==> src/rtl/uart_tx_mmio_if.sv <==
// uart_tx_mmio_if: memory_map-to-UART bus; master drives select/address/write_data/write_enable, slave returns registered read_data
interface uart_tx_mmio_if;
   logic        select;
   logic [31:0] address;
   logic [31:0] write_data;
   logic [3:0]  write_enable;
   logic [31:0] read_data;
   modport master (output select, address, write_data, write_enable, input read_data);
   modport slave (input select, address, write_data, write_enable, output read_data);
endinterface

==> src/rtl/uart_tx_mmio.sv <==
// uart_tx_mmio: MMIO 8N1 UART transmitter with TX FIFO; ports clk, reset (async high), bus (slave: select/address/write_data/write_enable/read_data), uart_tx (idle high), irq_empty
module uart_tx_mmio #(
   parameter int FIFO_DEPTH      = 8,
   parameter int DEFAULT_DIVISOR = 434,
   parameter int DIV_WIDTH       = 16
) (
   input  logic          clk,
   input  logic          reset,
   uart_tx_mmio_if.slave bus,
   output logic          uart_tx,
   output logic          irq_empty
);
   localparam int PW = $clog2(FIFO_DEPTH);
   localparam int CW = PW + 1;
   localparam logic [CW-1:0] FULL_CNT = CW'(FIFO_DEPTH);
   typedef enum logic [1:0] {IDLE, START, DATA, STOP} state_t;
   state_t               state_q, state_d;
   logic [7:0]           mem_q [FIFO_DEPTH];
   logic [7:0]           mem_d [FIFO_DEPTH];
   logic [PW-1:0]        wr_ptr_q, wr_ptr_d, rd_ptr_q, rd_ptr_d;
   logic [CW-1:0]        count_q, count_d;
   logic                 overflow_q, overflow_d;
   logic [DIV_WIDTH-1:0] div_q, div_d, div_lat_q, div_lat_d, cnt_q, cnt_d;
   logic [2:0]           idx_q, idx_d;
   logic [7:0]           byte_q, byte_d;
   logic [31:0]          read_data_q, read_data_d;
   logic                 irq_q, irq_d;
   logic [31:0]          div_wr;
   logic [1:0]           reg_sel;
   logic                 push_req, push_ok, full, empty, pop, bit_end, unused_ok;
   assign reg_sel   = bus.address[3:2];
   assign full      = count_q == FULL_CNT;
   assign empty     = count_q == '0;
   assign push_req  = bus.select && reg_sel == 2'd0 && bus.write_enable[0];
   assign push_ok   = push_req && !full;
   assign pop       = state_q == IDLE && !empty;
   assign bit_end   = cnt_q == div_lat_q - DIV_WIDTH'(1);
   assign uart_tx   = state_q == START ? 1'b0 : state_q == DATA ? byte_q[idx_q] : 1'b1;
   assign irq_empty = irq_q;
   assign bus.read_data = read_data_q;
   assign unused_ok = ^{bus.address[31:4], bus.address[1:0], div_wr};
   always_comb begin
      mem_d      = mem_q;
      wr_ptr_d   = wr_ptr_q;
      rd_ptr_d   = rd_ptr_q;
      overflow_d = overflow_q;
      if (push_ok) begin
         mem_d[wr_ptr_q] = bus.write_data[7:0];
         wr_ptr_d        = wr_ptr_q + PW'(1);
      end
      if (push_req && full)
         overflow_d = 1'b1;
      if (bus.select && reg_sel == 2'd1 && bus.write_enable[0] && bus.write_data[3])
         overflow_d = 1'b0;
      if (pop)
         rd_ptr_d = rd_ptr_q + PW'(1);
      count_d = count_q + CW'(push_ok) - CW'(pop);
      div_wr  = 32'(div_q);
      for (int b = 0; b < 4; b++)
         if (bus.write_enable[b])
            div_wr[8*b +: 8] = bus.write_data[8*b +: 8];
      div_d = div_q;
      if (bus.select && reg_sel == 2'd2 && |bus.write_enable)
         div_d = div_wr[DIV_WIDTH-1:0] < DIV_WIDTH'(2) ? DIV_WIDTH'(2) : div_wr[DIV_WIDTH-1:0];
      read_data_d = '0;
      if (bus.select)
         read_data_d = reg_sel == 2'd1 ? {21'd0, 7'(count_q), overflow_q, state_q != IDLE, empty, full}
                     : reg_sel == 2'd2 ? 32'(div_q) : '0;
      irq_d = empty && state_q == IDLE;
   end
   // Divisor is latched per frame so mid-frame divisor writes only affect the next frame.
   always_comb begin
      state_d   = state_q;
      cnt_d     = cnt_q;
      idx_d     = idx_q;
      byte_d    = byte_q;
      div_lat_d = div_lat_q;
      if (state_q == IDLE) begin
         if (!empty) begin
            byte_d    = mem_q[rd_ptr_q];
            div_lat_d = div_q;
            cnt_d     = '0;
            state_d   = START;
         end
      end else if (bit_end) begin
         cnt_d = '0;
         if (state_q == START) begin
            state_d = DATA;
            idx_d   = '0;
         end else if (state_q == DATA) begin
            idx_d = idx_q + 3'd1;
            if (idx_q == 3'd7)
               state_d = STOP;
         end else
            state_d = IDLE;
      end else
         cnt_d = cnt_q + DIV_WIDTH'(1);
   end
   always_ff @(posedge clk or posedge reset) begin
      if (reset) begin
         state_q     <= IDLE;
         mem_q       <= '{default: '0};
         wr_ptr_q    <= '0;
         rd_ptr_q    <= '0;
         count_q     <= '0;
         overflow_q  <= 1'b0;
         div_q       <= DIV_WIDTH'(DEFAULT_DIVISOR);
         div_lat_q   <= DIV_WIDTH'(DEFAULT_DIVISOR);
         cnt_q       <= '0;
         idx_q       <= '0;
         byte_q      <= '0;
         read_data_q <= '0;
         irq_q       <= 1'b1;
      end else begin
         state_q     <= state_d;
         mem_q       <= mem_d;
         wr_ptr_q    <= wr_ptr_d;
         rd_ptr_q    <= rd_ptr_d;
         count_q     <= count_d;
         overflow_q  <= overflow_d;
         div_q       <= div_d;
         div_lat_q   <= div_lat_d;
         cnt_q       <= cnt_d;
         idx_q       <= idx_d;
         byte_q      <= byte_d;
         read_data_q <= read_data_d;
         irq_q       <= irq_d;
      end
   end
endmodule
==> src/flat_wrapper.sv <==
// flat-port wrapper written by rule: the top's interface ports become plain ports
module uart_tx_mmio_flat 
#(
   parameter int FIFO_DEPTH      = 8,
   parameter int DEFAULT_DIVISOR = 434,
   parameter int DIV_WIDTH       = 16
)
  (clk, reset, uart_tx, irq_empty, bus_select, bus_address, bus_write_data, bus_write_enable, bus_read_data);
  uart_tx_mmio_if bus_i ();
  input  logic clk;
  input  logic reset;
  output logic uart_tx;
  output logic irq_empty;
  input wire logic [$bits(bus_i.select)-1:0] bus_select;
  input wire logic [$bits(bus_i.address)-1:0] bus_address;
  input wire logic [$bits(bus_i.write_data)-1:0] bus_write_data;
  input wire logic [$bits(bus_i.write_enable)-1:0] bus_write_enable;
  output wire logic [$bits(bus_i.read_data)-1:0] bus_read_data;
  assign bus_i.select = bus_select;
  assign bus_i.address = bus_address;
  assign bus_i.write_data = bus_write_data;
  assign bus_i.write_enable = bus_write_enable;
  assign bus_read_data = bus_i.read_data;
  uart_tx_mmio #(.FIFO_DEPTH(FIFO_DEPTH), .DEFAULT_DIVISOR(DEFAULT_DIVISOR), .DIV_WIDTH(DIV_WIDTH)) u_core (.clk(clk), .reset(reset), .bus(bus_i), .uart_tx(uart_tx), .irq_empty(irq_empty));
endmodule
==> config.mk <==
export PLATFORM = sky130hd
export DESIGN_NAME = uart_tx_mmio_flat
export DESIGN_NICKNAME = d
export VERILOG_FILES = /design/src/rtl/uart_tx_mmio_if.sv /design/src/rtl/uart_tx_mmio.sv /design/src/flat_wrapper.sv
export SDC_FILE = /design/constraint.sdc
export NUM_CORES = 1
export LEC_CHECK = 0
export ABC_CLOCK_PERIOD_IN_PS = 10600
export CAP_MARGIN = 10
export CORE_MARGIN = 5
export CORE_UTILIZATION = 45
export CTS_BUF_LIST = sky130_fd_sc_hd__clkbuf_4 sky130_fd_sc_hd__clkbuf_8
export DETAILED_ROUTE_END_ITERATION = 12
export PLACE_DENSITY = 0.68
export SETUP_SLACK_MARGIN = 0.02
export SYNTH_ARGS = -nofsm -noshare
export SYNTH_HDL_FRONTEND = slang
export SYNTH_SLANG_ARGS = --single-unit
==> constraint.sdc <==
create_clock -name clk -period 10.6 [get_ports clk]
set_clock_uncertainty 0.1 [all_clocks]
set_input_delay 2.12 -clock clk [delete_from_list [all_inputs] [get_ports clk]]
set_output_delay 2.12 -clock clk [all_outputs]
set_load 0.02 [all_outputs]
After elaboration in Yosys (flattened, before gate mapping)
Index checks and enable logic that the tools add are counted.
{"block": "totals", "regBits": 169, "out_inout_bits": 34, "elab_cells": 99, "inputBits": 71}
{"block": "op_classes", "magnitude_cmp": 5, "add_sub_neg": 7, "n_mux": 29, "bitwise_logic": 4, "eq_ne": 9, "reduce_logical": 25}
{"cell": "$mux W16", "n": 5}
{"cell": "$bwmux W64", "n": 1}
{"cell": "$mux W32", "n": 2}
{"cell": "$mux W8", "n": 5}
{"cell": "$bmux W8 S3", "n": 1}
{"cell": "$demux W8 S3", "n": 1}
{"cell": "$add A16 B1 Y16 const B", "n": 1}
{"cell": "$eq A16 B16 Y1", "n": 1}
{"cell": "$lt A16 B2 Y1 const B", "n": 1}
{"cell": "$sub A16 B1 Y16 const B", "n": 1}
{"cell": "$logic_and A1 B1 Y1", "n": 12}
{"cell": "$mux W2", "n": 6}
{"cell": "$add A3 B1 Y3 const B", "n": 3}
{"cell": "$ge A4 B4 Y1 const B", "n": 2}
{"cell": "$not A3 Y4", "n": 2}
{"cell": "$reduce_bool A2 Y1", "n": 4}
{"cell": "$mux W3", "n": 2}
{"cell": "$reduce_and A3 Y1", "n": 2}
{"cell": "$mux W1", "n": 5}
{"cell": "$add A4 B1 Y4", "n": 1}
{"cell": "$eq A2 B1 Y1 const B", "n": 2}
{"cell": "$eq A2 B2 Y1 const B", "n": 2}
{"cell": "$eq A4 B4 Y1 const B", "n": 1}
{"cell": "$logic_not A2 Y1", "n": 2}
{"cell": "12 further kinds", "n": 14}

Depth between registers and ports, before layout
{"block": "logic_depth", "depth_word": 6, "depth_mapped": 13, "depth_no_buf": 11}

Worst setup path after synthesis
OpenSTA, ideal clock, no wires.
{"block": "synth_timing", "path_type": "input-to-reg", "from": "input bus_write_enable[0]", "to": "register u_core.mem_q[40] (netlist name)", "setup_time_ns": 0.125, "t_arrival_ns": 3.888, "slack_ns": 6.487, "required_time_ns": 10.375, "n_path_buf": 2, "stages": 7, "cell_sequence": "clkbuf_1 > nand3b_1 > nor3_2 > nand2b_1 > clkbuf_1 > nor3b_2 > mux2_2"}
{"block": "synth_between", "elab_chain_cells": 2}
{"element": "start, declared", "line_no": "flat_wrapper.sv:17", "source": "input wire logic [$bits(bus_i.write_enable)-1:0] bus_write_enable;"}
{"element": "$logic_and A1 B1 Y1", "line_no": "uart_tx_mmio.sv:34", "source": "assign push_req = bus.select && reg_sel == 2'd0 && bus.write_enable[0];"}
{"element": "$logic_and A1 B1 Y1", "line_no": "uart_tx_mmio.sv:35", "source": "assign push_ok = push_req && !full;"}
{"element": "net u_core.push_ok", "line_no": "uart_tx_mmio.sv:30", "source": "logic push_req, push_ok, full, empty, pop, bit_end, unused_ok;"}
{"element": "end signal, assigned", "line_no": "uart_tx_mmio.sv:116", "source": "mem_q <= mem_d;"}
{"element": "end, declared", "line_no": "uart_tx_mmio.sv:18", "source": "logic [7:0] mem_q [FIFO_DEPTH];"}
The timed path passes the listed nets, and every way through them passes these cells.
A chain may end at the register's enable or synchronous reset.

Worst setup path after layout
{"block": "layout_timing", "from": "input bus_select", "to": "register u_core.mem_q[47] (netlist name)"}
{"block": "layout_between", "elab_chain_cells": 3}
{"element": "start, declared", "line_no": "flat_wrapper.sv:14", "source": "input wire logic [$bits(bus_i.select)-1:0] bus_select;"}
{"element": "$logic_and A1 B1 Y1 (2 in series)", "line_no": "uart_tx_mmio.sv:34"}
{"element": "$logic_and A1 B1 Y1", "line_no": "uart_tx_mmio.sv:35"}
{"element": "net u_core.push_ok", "line_no": "uart_tx_mmio.sv:30"}
The timed path passes the listed nets, and every way through them passes these cells.

==> results.toml <==
[outcome]
status = "finished, final reports clean"

[synth]
synth_top_area_cell = "dfrtp_1"
synthMuxAreaShare = 0.177
async_flop_share = 1.00
synth_cells = 654
synth-seq-cells = 153
synthSimpleGateAreaFrac = 0.142
synth_edf_count = 0
syn_area_per_cell_um2 = 11.6
synth-xor-area-share = 0.0452
ys_seq_area_frac = 0.508
synth_compound_area_frac = 0.0569
synth_cell_type_count = 59
synth_warnings = 0
synth_top_family_by_area = "multiplexers"
yosys.area.top_type_share = 0.470
yosys-top-cells-area = "dfrtp_1 47%, mux2_2 10%, mux4_2 5.4%, nand2_1 3.9%, dfstp_2 3.8%"
synthAdderAreaFrac = 0.0275
syn_area_um2 = 7560
synthFlopType = "dfrtp_1"

[critical_path]
crit_path_max_fanout = 20
startpoint_type = "primary input"
slowest_stage = "clkdlybuf4s50_1"
worstRegToRegCells = 11
cp_data_arrival_time_ps = 5180
critPathMaxStageDelay_ps = 830
crit_buf_inv = 1
crit_family = "simple AND/OR/NAND/NOR gates"
setup.worst_path.start = "bus_select"
reg2reg_from = "u_core.count_q[2]"
path_cells = "clkdlybuf4s50_1, nand3b_1, nor3_2, nand2b_1, nor3b_2, mux2_2"
r2r_slack_ps = 6220
worstSetupEndpointType = "register"
crit_required_ps = 10840
r2r-end = "u_core.count_q[1]"
path_class = "primary input to register"

[pwr]
swShare = 0.340
p_per_area_nw_per_um2 = 228
internal-power_w = 0.00128
power_leakage_nw = 3.83
sequentialPowerShare = 0.480
clkPwrFrac = 0.216
p_sw_w = 0.000656
total_power_w = 0.00193
vdd.ir_drop.worst_mv = 0.118
pwr-share-comb = 0.303

[grt]
grt_max_degree = 94
grt_use_total = 0.169
antenna_found_initial = 0
gr-total-overflow = 0
grt_first_pass_wirelength_mm = 26.7
grt_pass1_vias = 5243

[route]
routed.top_layer = "met4"
vias = 4956
drtIter0Drc = 304
routed_wl_mm = 15.7
wl_per_cell_um = 17.1
firstDrtPassIters = 5
wl_met2_mm = 7.82
wl_met1_mm = 7.16
drtAntennaViolNets = 0
wl_met3_um = 519
vias_per_cell = 5.40
drc = 0

[sta]
timing.final.ws_setup_ps = 5650
period_share = 0.467
tightest_slew_ps = 1140
fmax_mhz = 202
setup_tns_ps = 0
fin_crit_ps = 4950
rsz0062_at_grt = "no"
slew_violations = 0
hold_viol = 0
slew_headroom = 0.237
whs_ps = 382
setup_violations = 0

[placement]
place_ws_ps = 5190
numPortBuffers = 42
hpwl_mm = 11.2
place_congestion = 0.865

[floorplan]
core_area_um2 = 16500
die_area_um2 = 19500
dieWidth_um = 140
start_util = 0.458
fp-row-count = 47
io_pins = 105
die_height_um = 140

[layout]
fin_nets = 772
final_layout_size_suffix_gt1_frac = 0.213
fill_cells = 1441
ff_latch_area_um2 = 3840
multi_input_area_um2 = 3450
final_util = 0.514
diodes = 0
syn_to_final_growth_pct = 12.2

[worst_hold_path]
hp-start = "u_core.byte_q[6]"
hp-class = "register to register"
holdPathStages = 2
holdPathEnd = "u_core.byte_q[6]"

[cts]
insertion_delay_ps = 450
htree_levels = 4
cts-resized-gates = 0
clk_pin_slew_worst_paths_ps = 90
cts_num_sinks = 153
cts_buffers = 17
cts_hold_buffers = 0
cts_setup_buffers = 0
clockBufferDepth = 2
cts_tree = "built"
cts-root-buf = "clkbuf_8"

[run]
cap_violations = 0
-- cell usage in the layout, fill, tap and decap left out, types with 7 or more instances in the layout --
| cell | count |
|---|---|
| nor2b_1 | 14 |
| nor4_1 | 7 |
| xor2_1 | 16 |
| inv_1 | 18 |
| o21ai_0 | 23 |
| clkdlybuf4s50_1 | 42 |
| dfrtp_1 | 142 |
| conb_1 | 16 |
| clkbuf_8 | 18 |
| dfstp_2 | 11 |
| mux2i_1 | 10 |
| and3_1 | 13 |
| mux2_2 | 70 |
| ha_1 | 15 |
| xnor2_1 | 23 |
| nor2_1 | 32 |
| nand2_1 | 78 |
| mux4_2 | 18 |
| nand3_1 | 9 |
| a22oi_1 | 10 |
| nand4_1 | 7 |
| nor3_1 | 21 |
| a21oi_1 | 12 |
-- Yosys cell counts, types with 9 or more instances --
cell type and instances:
mux2_2 70, dfrtp_1 142, nor2_1 32, mux4_2 18, clkbuf_1 23, dfstp_2 11
nand3_1 9, inv_1 19, buf_4 16, and3_1 13, nor3_1 21, nor2b_1 14
a21oi_1 12, o21ai_0 23, a22oi_1 10, nand2_1 78, xnor2_1 23, ha_1 15
xor2_1 16, mux2i_1 10
-- area by class of cell --
| cell class | instances | area share |
|---|---|---|
| flip-flops and latches | 153 | 0.453 |
| multi-input cells | 447 | 0.407 |
| repair buffers | 46 | 0.0545 |
| clock buffers | 22 | 0.0327 |
| well taps | 220 | 0.0324 |
| clock inverters | 10 | 0.0111 |
| inverters | 20 | 0.00944 |
-- tightest hold or removal path, cell delays in order, from the launching register on --
cell     delay (ps)
dfrtp_1         340
nand2_1          50
o21ai_0          60
-- how the worst max path moves through the flow --
stage | end | cells past startpoint
after floorplan | u_core.bus.read_data[0] | 1
after global placement | u_core.mem_q[46] | 6
after detailed placement | u_core.mem_q[47] | 6
after CTS | u_core.mem_q[47] | 6
after global routing | u_core.mem_q[40] | 6
final | u_core.mem_q[47] | 6
-- flip-flops by register name (all words and copies together) (netlist names) --
register,count
u_core.count_q,4
u_core.irq_empty,1
u_core.rd_ptr_q,3
u_core.mem_q,64
u_core.cnt_q,16
u_core.byte_q,8
u_core.div_q,16
u_core.div_lat_q,16
u_core.state_q,2
u_core.overflow_q,1
u_core.wr_ptr_q,3
u_core.idx_q,3
u_core.bus.read_data,16
-- metrics by stage --
| stage | cells | instance area, µm² |
|---|---|---|
| 2_1_floorplan | 669 | 7620 |
| 3_3_place_gp | 885 | 8100 |
| 3_5_place_dp | 885 | 8100 |
| 4_1_cts | 917 | 8470 |
| 5_1_grt | 918 | 8490 |
| 6_report | 918 | 8490 |
-- per-layer routing --
metal,GRT usage,vias to the layer above
met3,0.0395,13
li1,-,2331
met2,0.280,87
met4,0.0398,0
met5,0,-
met1,0.229,2525
-- cell families (layout without fill, tap and decap cells) --
group	count (synthesis)	in the layout
AO/OA/AOI/OAI	65	65
XOR/XNOR	39	39
adder cells (fa/ha/maj)	16	16
buffers and inverters	69	98
flip-flops	153	153
multiplexers	101	101
other	1	16
AND/OR/NAND/NOR	210	210
-- power by group through the flow --
stage	Clock (W)	Combinational, W	Sequential, W
6_report	0.000418	0.000586	0.000928
5_1_grt	0.000455	0.000660	0.000956
2_1_floorplan	0	0.000515	0.000855
4_1_cts	0.000428	0.000593	0.000928
3_3_place_gp	0	0.000568	0.000927
3_5_place_dp	0	0.000591	0.000940
Note: power is estimated with default switching activity, not from simulation.
